**src/rtl/frame_receiver.sv**
```systemverilog
// rtl/frame_receiver.sv - serial frame receiver: sync lock, start/size parse, payload byte delivery
// Bits arrive LSB first; magic matching is done on the post-shift register value.
module frame_receiver #(
   parameter logic [31:0] SYNC_MAGIC     = 32'h0000_96C3,
   parameter logic [31:0] START_MAGIC    = 32'h0000_EA57,
   parameter logic [15:0] MAX_FRAME_SIZE = 16'd4096,
   parameter logic [19:0] LOCK_TIMEOUT   = 20'd200_000,
   parameter logic [19:0] BIT_TIMEOUT    = 20'd1_000
) (
   input  logic        i_clk,
   input  logic        i_rst_n,
   input  logic        i_bit,
   input  logic        i_bit_valid,
   input  logic        i_clear_status,
   output logic [7:0]  o_data,
   output logic        o_data_valid,
   output logic        o_frame_start,
   output logic        o_frame_end,
   output logic        o_frame_abort,
   output logic [15:0] o_frame_size,
   output logic [7:0]  o_frames_count,
   output logic        o_locked,
   output logic [15:0] o_status
);

   typedef enum logic [2:0] {
      ST_HUNT    = 3'd0,
      ST_IDLE    = 3'd1,
      ST_SIZE_LO = 3'd2,
      ST_SIZE_HI = 3'd3,
      ST_DATA    = 3'd4
   } state_e;

   state_e      state_q, state_d;
   logic [31:0] magic_sr_q, magic_sr_d;
   logic [7:0]  byte_sr_q, byte_sr_d;
   logic [2:0]  bit_cnt_q, bit_cnt_d;
   logic [19:0] tmo_cnt_q, tmo_cnt_d;
   logic [7:0]  size_lo_q, size_lo_d;
   logic [15:0] byte_cnt_q, byte_cnt_d;
   logic [7:0]  data_q, data_d;
   logic        data_valid_q, data_valid_d;
   logic        frame_start_q, frame_start_d;
   logic        frame_end_q, frame_end_d;
   logic        frame_abort_q, frame_abort_d;
   logic [15:0] frame_size_q, frame_size_d;
   logic [7:0]  frames_count_q, frames_count_d;
   logic        locked_q, locked_d;
   logic        err_abort_q, err_abort_d;
   logic        err_size_q, err_size_d;
   logic        lock_lost_q, lock_lost_d;
   logic        bad_state_q, bad_state_d;
   logic [15:0] status_q, status_d;

   logic [31:0] magic_shift;
   logic [7:0]  byte_shift;
   logic [15:0] size_rx;
   logic        byte_done;
   logic        in_frame_d;

   always_comb begin
      magic_shift    = {i_bit, magic_sr_q[31:1]};
      byte_shift     = {i_bit, byte_sr_q[7:1]};
      size_rx        = {byte_shift, size_lo_q};
      byte_done      = i_bit_valid && (bit_cnt_q == 3'd7);

      state_d        = state_q;
      magic_sr_d     = magic_sr_q;
      byte_sr_d      = byte_sr_q;
      bit_cnt_d      = bit_cnt_q;
      tmo_cnt_d      = tmo_cnt_q;
      size_lo_d      = size_lo_q;
      byte_cnt_d     = byte_cnt_q;
      data_d         = data_q;
      data_valid_d   = 1'b0;
      frame_start_d  = 1'b0;
      frame_end_d    = 1'b0;
      frame_abort_d  = 1'b0;
      frame_size_d   = frame_size_q;
      frames_count_d = frames_count_q;
      // Clear first so an error raised on the same edge wins.
      err_abort_d    = err_abort_q & ~i_clear_status;
      err_size_d     = err_size_q  & ~i_clear_status;
      lock_lost_d    = lock_lost_q & ~i_clear_status;
      bad_state_d    = bad_state_q & ~i_clear_status;

      if (i_bit_valid) begin
         magic_sr_d = magic_shift;
         byte_sr_d  = byte_shift;
         bit_cnt_d  = bit_cnt_q + 3'd1;
      end

      case (state_q)
         ST_HUNT: begin
            if (i_bit_valid && (magic_shift == SYNC_MAGIC)) begin
               state_d   = ST_IDLE;
               tmo_cnt_d = '0;
            end
         end
         ST_IDLE: begin
            if (i_bit_valid && (magic_shift == SYNC_MAGIC)) begin
               tmo_cnt_d = '0;
            end else if (i_bit_valid && (magic_shift == START_MAGIC)) begin
               state_d   = ST_SIZE_LO;
               bit_cnt_d = '0;
               tmo_cnt_d = '0;
            end else if (tmo_cnt_q >= LOCK_TIMEOUT) begin
               state_d     = ST_HUNT;
               lock_lost_d = 1'b1;
               magic_sr_d  = '0;
            end else begin
               tmo_cnt_d = tmo_cnt_q + 20'd1;
            end
         end
         ST_SIZE_LO, ST_SIZE_HI, ST_DATA: begin
            if (i_bit_valid) begin
               tmo_cnt_d = '0;
               if (byte_done) begin
                  if (state_q == ST_SIZE_LO) begin
                     size_lo_d = byte_shift;
                     state_d   = ST_SIZE_HI;
                  end else if (state_q == ST_SIZE_HI) begin
                     if ((size_rx == 16'd0) || (size_rx > MAX_FRAME_SIZE)) begin
                        err_size_d    = 1'b1;
                        frame_abort_d = 1'b1;
                        state_d       = ST_IDLE;
                     end else begin
                        frame_size_d  = size_rx;
                        frame_start_d = 1'b1;
                        byte_cnt_d    = 16'd1;
                        state_d       = ST_DATA;
                     end
                  end else begin
                     data_d       = byte_shift;
                     data_valid_d = 1'b1;
                     if (byte_cnt_q == frame_size_q) begin
                        frame_end_d    = 1'b1;
                        frames_count_d = frames_count_q + 8'd1;
                        state_d        = ST_IDLE;
                        magic_sr_d     = '0;
                     end else begin
                        byte_cnt_d = byte_cnt_q + 16'd1;
                     end
                  end
               end
            end else if (tmo_cnt_q >= BIT_TIMEOUT) begin
               err_abort_d   = 1'b1;
               frame_abort_d = 1'b1;
               state_d       = ST_IDLE;
               tmo_cnt_d     = '0;
            end else begin
               tmo_cnt_d = tmo_cnt_q + 20'd1;
            end
         end
         default: begin
            state_d     = ST_HUNT;
            bad_state_d = 1'b1;
         end
      endcase

      locked_d   = (state_d != ST_HUNT);
      in_frame_d = (state_d == ST_SIZE_LO) || (state_d == ST_SIZE_HI) || (state_d == ST_DATA);
      status_d   = {locked_d, in_frame_d, (err_size_d | err_abort_d | lock_lost_d), 1'b0,
                    1'b0, state_d, 4'b0000,
                    err_abort_d, err_size_d, lock_lost_d, bad_state_d};
   end

   always_ff @(posedge i_clk or negedge i_rst_n) begin
      if (!i_rst_n) begin
         state_q        <= ST_HUNT;
         magic_sr_q     <= '0;
         byte_sr_q      <= '0;
         bit_cnt_q      <= '0;
         tmo_cnt_q      <= '0;
         size_lo_q      <= '0;
         byte_cnt_q     <= '0;
         data_q         <= '0;
         data_valid_q   <= 1'b0;
         frame_start_q  <= 1'b0;
         frame_end_q    <= 1'b0;
         frame_abort_q  <= 1'b0;
         frame_size_q   <= '0;
         frames_count_q <= '0;
         locked_q       <= 1'b0;
         err_abort_q    <= 1'b0;
         err_size_q     <= 1'b0;
         lock_lost_q    <= 1'b0;
         bad_state_q    <= 1'b0;
         status_q       <= '0;
      end else begin
         state_q        <= state_d;
         magic_sr_q     <= magic_sr_d;
         byte_sr_q      <= byte_sr_d;
         bit_cnt_q      <= bit_cnt_d;
         tmo_cnt_q      <= tmo_cnt_d;
         size_lo_q      <= size_lo_d;
         byte_cnt_q     <= byte_cnt_d;
         data_q         <= data_d;
         data_valid_q   <= data_valid_d;
         frame_start_q  <= frame_start_d;
         frame_end_q    <= frame_end_d;
         frame_abort_q  <= frame_abort_d;
         frame_size_q   <= frame_size_d;
         frames_count_q <= frames_count_d;
         locked_q       <= locked_d;
         err_abort_q    <= err_abort_d;
         err_size_q     <= err_size_d;
         lock_lost_q    <= lock_lost_d;
         bad_state_q    <= bad_state_d;
         status_q       <= status_d;
      end
   end

   assign o_data         = data_q;
   assign o_data_valid   = data_valid_q;
   assign o_frame_start  = frame_start_q;
   assign o_frame_end    = frame_end_q;
   assign o_frame_abort  = frame_abort_q;
   assign o_frame_size   = frame_size_q;
   assign o_frames_count = frames_count_q;
   assign o_locked       = locked_q;
   assign o_status       = status_q;

endmodule

```
**config.mk**
```make
export PLATFORM = sky130hd
export DESIGN_NAME = frame_receiver
export DESIGN_NICKNAME = d
export VERILOG_FILES = /design/src/rtl/frame_receiver.sv
export SDC_FILE = /design/constraint.sdc
export NUM_CORES = 1
export LEC_CHECK = 0
export CAP_MARGIN = 0
export CORE_MARGIN = 2
export CORE_UTILIZATION = 62
export CTS_CLUSTER_SIZE = 30
export DETAILED_ROUTE_END_ITERATION = 8
export HOLD_SLACK_MARGIN = 0.05
export PLACE_DENSITY = 0.85
export SETUP_SLACK_MARGIN = 0.3
export SLEW_MARGIN = 20
export SYNTH_ARGS = -nofsm -noshare
export SYNTH_HDL_FRONTEND = slang
export SYNTH_SLANG_ARGS = --single-unit
export TNS_END_PERCENT = 5
```
**constraint.sdc**
```tcl
create_clock -name i_clk -period 4.6 [get_ports i_clk]
set_input_delay 0.46 -clock i_clk [delete_from_list [all_inputs] [get_ports i_clk]]
set_output_delay 0.46 -clock i_clk [all_outputs]
set_load 0.005 [all_outputs]
```
==> flow_metrics.env, run 1 <==
export IMPL_status="complete, no violations"
export IMPL_cp_buffers_inverters=2
export IMPL_groute_usage_overall_pct=27.5
export IMPL_p_seq_share_pct=47.6
export IMPL_drc_errors=0
export IMPL_mostFrequentLayoutCell="dfrtp_1"
export IMPL_io_buffers=51
export IMPL_slew_headroom_pct=30.8
export IMPL_tns_ps=0
export IMPL_initial_utilization_pct=64.0
export IMPL_worst_path_largest_cell_delay_ps=710
export IMPL_dr_pass1_iters=5
export IMPL_synth_top_area_cell="dfrtp_1"
export IMPL_p_total_mw=2.96
export IMPL_post_cts_buffers=0
export IMPL_dp_cells=743
export IMPL_cts_buffer_depth=2
export IMPL_wire_per_inst_um=18.3
export IMPL_cts_tree="yes"
export IMPL_worstSetupStartpointType="flop"
export IMPL_viasPerCell=6.06
export IMPL_preCtsSetupSlack_ps=1110
export IMPL_clockRootBuffer="clkbuf_8"
export IMPL_fin_util_pct=75.9
export IMPL_final_max_slew_viol_count=0
export IMPL_fmax_ghz=0.277
export IMPL_cap_violations=0
export IMPL_cts_sinks=131
export IMPL_syn_cell_area_um2=6250
export IMPL_antenna_left=0
export IMPL_crit_top_cell="inv_2"
export IMPL_swShare_pct=26.5
export IMPL_antenna_found_initial=0
export IMPL_fin_crit_sh_pct=78.5
export IMPL_ctsResizeCount=0
export IMPL_netlist_instances=579
export IMPL_syn_area_per_cell_um2=10.8
export IMPL_worstSetupPathType="flop to flop"
export IMPL_rsz0062_at_grt="no"
export IMPL_drtIter0Drc=350
export IMPL_areaGrowthSynthToFinish_pct=18.6
export IMPL_required_ps=5020
export IMPL_worstPathCellList="or4_1, o31ai_1, nand4b_1, o21a_1, a221oi_4, inv_2, nor2_4, inv_2, a32o_1"
export IMPL_overflow=0
export IMPL_insertion_delay_ps=540
export IMPL_worstPathArrival_ps=4030
export IMPL_synth_seq_area_share_pct=52.4
export IMPL_cp_end_kind="flop"
export IMPL_postSynthRegisterBits=131
export IMPL_power_per_cell_area_nw_per_um2=399
export IMPL_fp_dieArea_um2=10900
export IMPL_synth_area_leaders="dfrtp_1 52%, mux2_2 6.3%, mux2i_1 5.3%"
export IMPL_grt_max_degree=59
export IMPL_instances_no_fill=776
export IMPL_diodes=0
export IMPL_rows=36
export IMPL_core_um2=9770
export IMPL_drive_above_1_share_pct=14.0
export IMPL_internal_power_mw=2.18
export IMPL_path_max_fanout=16
export IMPL_grt_pass1_vias=4757
export IMPL_most_common_layout_cells="131 x dfrtp_1, 71 x nor2_1, 49 x clkdlybuf4s50_1"
export IMPL_hold_viol=0
export IMPL_cts_buffers=17
export IMPL_h_tree_depth=4
export IMPL_holdCritPathClass="flop to flop"
export IMPL_fin_nets=642
export IMPL_async_flop_share_pct=100
export IMPL_synth_top_area_share_pct=52.4
export IMPL_io_pins=58
export IMPL_path_clk_slew_ps=60
export IMPL_final_setup_viol_count=0
export IMPL_num_vias=4699
export IMPL_hpwlAfterDp_um=9230
export IMPL_synth_edff_count=0
export IMPL_ys_flop_type="dfrtp_1"
export IMPL_layout_setup_ws_ps=991
export IMPL_grt_pass1_wl_um=23600
export IMPL_max_vdd_ir_drop_uv=362
export IMPL_yosys_warnings=0
export IMPL_p_comb_share_pct=8.4
export IMPL_chipWidth_um=104
export IMPL_ys_types=58
export IMPL_period_needed_ps=3610
export IMPL_gp_congestion=0.861
export IMPL_p_leak_nw=3.44
export IMPL_tightest_slew_ps=1030
export IMPL_pwr_share_clk_pct=44.0
export IMPL_slowest_stage="a221oi_4"
export IMPL_fin_worst_skew_ps=8.29
export IMPL_worst_path_dominant_cell_family="compound AO/OA/AOI/OAI gates"
export IMPL_die_y_um=104
export IMPL_routed_wl_um=14200
export IMPL_power_switching_mw=0.785
-- cell families (layout without fill, tap and decap cells) --
group | Yosys count | after routing | share of synthesized area [%]
buffers and inverters | 53 | 112 | 3.90
multiplexers | 68 | 68 | 11.6
AND/OR/NAND/NOR | 209 | 209 | 17.1
AO/OA/AOI/OAI | 75 | 75 | 8.69
XOR/XNOR | 36 | 36 | 5.04
adder cells (fa/ha/maj) | 6 | 6 | 1.20
other | 1 | 6 | 0.0600
flip-flops | 131 | 131 | 52.4
-- per-layer routing --
metal / track usage (%) / wire length (µm) / vias up
li1: - / - / 2167
met1: 35.3 / 6050 / 2318
met2: 43.7 / 6980 / 173
met3: 7.52 / 782 / 41
met4: 12.5 / 367 / 0
met5: 0 / 0 / -
-- Yosys cell counts, drive strengths merged (2+ instances only) --
cell type,number
and2,3
a21oi,15
or3,2
a21o,3
nand4b,3
nor4b,2
nand3,16
a2bb2oi,3
a31oi,4
dfrtp,131
a211oi,2
a31o,3
nor4,17
or2,2
buf,13
or4,5
inv,23
o22ai,10
and3,13
nor3b,2
ha,6
nor2b,5
mux2,35
and4,4
nand2,35
mux2i,33
nor3,7
nand2b,3
nor2,72
a32o,6
clkbuf,17
a311oi,2
nand4,14
o21ai,18
xor2,2
xnor2,34
-- final cells by class --
type                            count  area [µm²]
Sequential cell                   131        3280
Multi-Input combinational cell    400        2750
Fill cell                         623        2360
Timing Repair Buffer               58         558
Clock buffer                       17         414
Tap cell                          133         166
Clock inverter                     14         156
Inverter                           23        88.8
-- power by group through the flow --
stage          Clock, mW  Combinational, mW  Sequential (mW)
2_1_floorplan          0              0.186             1.38
3_5_place_dp           0              0.246             1.42
3_3_place_gp           0              0.231             1.41
6_report            1.30              0.248             1.41
4_1_cts             1.32              0.251             1.41
5_1_grt             1.37              0.284             1.43
-- metrics by stage --
step	cell area, µm²	hold WS (ps)
2_1_floorplan	6270	164
3_3_place_gp	6820	462
3_5_place_dp	6820	482
4_1_cts	7400	490
5_1_grt	7410	517
6_report	7410	486
-- flip-flops by register name (all words and copies together) (netlist names) --
name and flops:
magic_sr_q 31, tmo_cnt_q 20, byte_cnt_q 16, o_frame_size 16
o_data 8, o_frames_count 8, o_status 8, size_lo_q 8
byte_sr_q 7, bit_cnt_q 3, state_q 2, o_data_valid 1
o_frame_abort 1, o_frame_end 1, o_frame_start 1
-- path summary, 6_finish.rpt --
check / startpoint / to / slack, ps / cells past startpoint
max: size_lo_q[2]$_DFFE_PN0P_ / tmo_cnt_q[9]$_DFFE_PN0P_ / 990 / 9
max reg2reg: size_lo_q[2]$_DFFE_PN0P_ / tmo_cnt_q[9]$_DFFE_PN0P_ / 990 / 9
min: o_frames_count[7]$_DFFE_PN0P_ / o_frames_count[7]$_DFFE_PN0P_ / 490 / 1
min reg2reg: o_frames_count[7]$_DFFE_PN0P_ / o_frames_count[7]$_DFFE_PN0P_ / 490 / 1
min in group asynchronous: i_rst_n / o_frames_count[5]$_DFFE_PN0P_ / 520 / 2
max in group asynchronous: i_rst_n / magic_sr_q[16]$_DFF_PN0_ / 3120 / 3
-- timing repair --
action	CTS	global route
endpoints found under the hold margin	56	0
hold buffers	1	0
setup endpoints to repair	0	0
Note: power is estimated with default switching activity, not from simulation.
==> inputs of run 2 (changes only) <==
Settings changed: CORE_UTILIZATION 62 to 52, PLACE_DENSITY 0.85 to 0.76.
Clock period 4.6 ns to 3 ns, I/O delays scaled along.
==> run 2 against run 1 <==
Core utilization down 11 points. Sequential power rose by 52%. Power is 56% higher. Fmax rose by 25%. Via count down 0.81%. Die area grew 18%. Largest power group unchanged.
==> flow_metrics.env, run 2 (synthesized netlist as in run 1, its figures left out) <==
export IMPL_chipWidth_um=114
export IMPL_hpwlAfterDp_um=9150
export IMPL_dp_cells=771
export IMPL_worstSetupStartpointType="flop"
export IMPL_cts_tree="yes"
export IMPL_fp_dieArea_um2=12900
export IMPL_worstSetupPathType="flop to flop"
export IMPL_dr_pass1_iters=5
export IMPL_fin_crit_sh_pct=96.3
export IMPL_final_max_slew_viol_count=0
export IMPL_cts_buffer_depth=2
export IMPL_io_pins=58
export IMPL_holdCritPathClass="input pin to asynchronous set/reset pin"
export IMPL_drc_errors=0
export IMPL_power_per_cell_area_nw_per_um2=602
export IMPL_largestRegisters="magic_sr_q x31, tmo_cnt_q x20"
export IMPL_drtIter0Drc=337
export IMPL_period_needed_ps=2890
export IMPL_cp_startpoint="size_lo_q[0]$_DFFE_PN0P_"
export IMPL_path_clk_slew_ps=60
export IMPL_insertion_delay_ps=420
export IMPL_clockRootBuffer="clkbuf_16"
export IMPL_fillers=909
export IMPL_swShare_pct=24.2
export IMPL_core_um2=11900
export IMPL_instances_no_fill=815
export IMPL_fin_worst_skew_ps=5.18
export IMPL_groute_usage_overall_pct=22.5
export IMPL_drive_above_1_share_pct=17.7
export IMPL_io_buffers=51
export IMPL_design_area_um2=7690
export IMPL_p_total_mw=4.63
export IMPL_initial_utilization_pct=52.7
export IMPL_num_vias=4661
export IMPL_cts_sinks=131
export IMPL_r2r_start="size_lo_q[0]$_DFFE_PN0P_"
export IMPL_cap_violations=0
export IMPL_areaGrowthSynthToFinish_pct=23.1
export IMPL_slew_headroom_pct=52.1
export IMPL_cts_buffers=17
export IMPL_fmax_ghz=0.346
export IMPL_status="complete, no violations"
export IMPL_p_comb_share_pct=9.2
export IMPL_mostFrequentLayoutCell="dfrtp_1"
export IMPL_pwr_share_clk_pct=44.6
export IMPL_overflow=0
export IMPL_tightest_slew_ps=712
export IMPL_path_max_fanout=5
export IMPL_fin_nets=667
export IMPL_required_ps=3350
export IMPL_grt_max_degree=54
export IMPL_hold_ws_ps=417
export IMPL_worstPathArrival_ps=3240
export IMPL_largest_register_ffs=31
export IMPL_cp_end_kind="flop"
export IMPL_tns_ps=0
export IMPL_rows=40
export IMPL_viasPerCell=5.72
export IMPL_p_leak_nw=3.59
export IMPL_most_common_layout_cells="131 x dfrtp_1, 71 x nor2_1, 49 x clkdlybuf4s50_1"
export IMPL_grt_pass1_vias=4701
export IMPL_max_vdd_ir_drop_uv=392
export IMPL_internal_power_mw=3.51
export IMPL_largest_register="magic_sr_q"
export IMPL_grt_pass1_wl_um=22800
export IMPL_power_switching_mw=1.12
export IMPL_routed_wl_um=13600
export IMPL_die_y_um=114
export IMPL_final_setup_viol_count=0
export IMPL_place_area_um2=6960
export IMPL_diodes=0
export IMPL_h_tree_depth=4
export IMPL_p_seq_share_pct=46.2
export IMPL_antenna_found_initial=0
export IMPL_gp_congestion=0.855
export IMPL_rsz0062_at_grt="yes"
export IMPL_antenna_left=0
export IMPL_wire_per_inst_um=16.7
export IMPL_hold_viol=0
==> run 2: cell count changes in the layout (fill, tap and decap cells not counted), moves of 2 or more <==
cell,delta
inv_6,-2
clkinv_2,+4
buf_12,+2
clkinv_4,-4
or4_4,+2
or4_1,-2
buf_4,+23
==> run 2: worst max-delay path, stage by stage, from the launching register on <==
cell      delay (ps)
dfrtp_1          380
or4_4            550
or4_4            560
a41oi_2          180
a311oi_1          70
buf_4            180
a311oi_4         300
inv_4            100
buf_4            160
o21ai_0          180
a32o_1           160
==> run 2: final timing paths <==
check / end / slack [ps] / cells after the start
worst max-delay path: tmo_cnt_q[16]$_DFFE_PN0P_ / 110 / 10
worst min-delay path: o_frames_count[6]$_DFFE_PN0P_ / 420 / 2
worst max register to register: tmo_cnt_q[16]$_DFFE_PN0P_ / 110 / 10
worst min register to register: o_frames_count[4]$_DFFE_PN0P_ / 500 / 1
max in group asynchronous: tmo_cnt_q[16]$_DFFE_PN0P_ / 1700 / 3
min in group i_clk: bit_cnt_q[0]$_DFF_PN0_ / 420 / 4
==> run 2: repair_timing <==
item / 4_1_cts / 5_1_grt
hold endpoints to repair: 44 / 0
pin swaps: 5 / 4
endpoints found under the setup margin: 28 / 67
resized for setup: 5 / 3
hold buffers: 1 / 0
buffers inserted: 10 / 2
==> run 2: through the flow <==
stage / util, % / setup WS, ps
after floorplan: - / 286
after global placement: 58.6 / 147
after detailed placement: 58.6 / 75.5
after CTS: 64.7 / 109
after global routing: 64.9 / 10.2
final: 64.9 / 110
==> run 2: power groups by stage <==
stage | Sequential (mW) | Clock [mW] | Combinational (mW)
6_report | 2.14 | 2.07 | 0.427
5_1_grt | 2.16 | 2.16 | 0.497
4_1_cts | 2.14 | 2.09 | 0.434
3_5_place_dp | 2.17 | 0 | 0.424
3_3_place_gp | 2.15 | 0 | 0.400
2_1_floorplan | 2.12 | 0 | 0.286
==> run 2: layout make-up <==
type	instances	area, µm²	share of cell area (%)
Clock buffer	20	457	5.94
Tap cell	147	184	2.39
Timing Repair Buffer	83	774	10.1
Multi-Input combinational cell	400	2770	36.0
Inverter	23	91.3	1.19
Sequential cell	131	3280	42.6
Clock inverter	11	135	1.76
==> run 2: routing by layer <==
| layer | GRT usage (%) | vias up | share of wire, % |
|---|---|---|---|
| met2 | 36.1 | 105 | 49 |
| met3 | 6.11 | 27 | 4.6 |
| met4 | 9.35 | 0 | 2.2 |
| met1 | 29.2 | 2324 | 44 |
| li1 | - | 2205 | - |
| met5 | 0 | - | 0 |
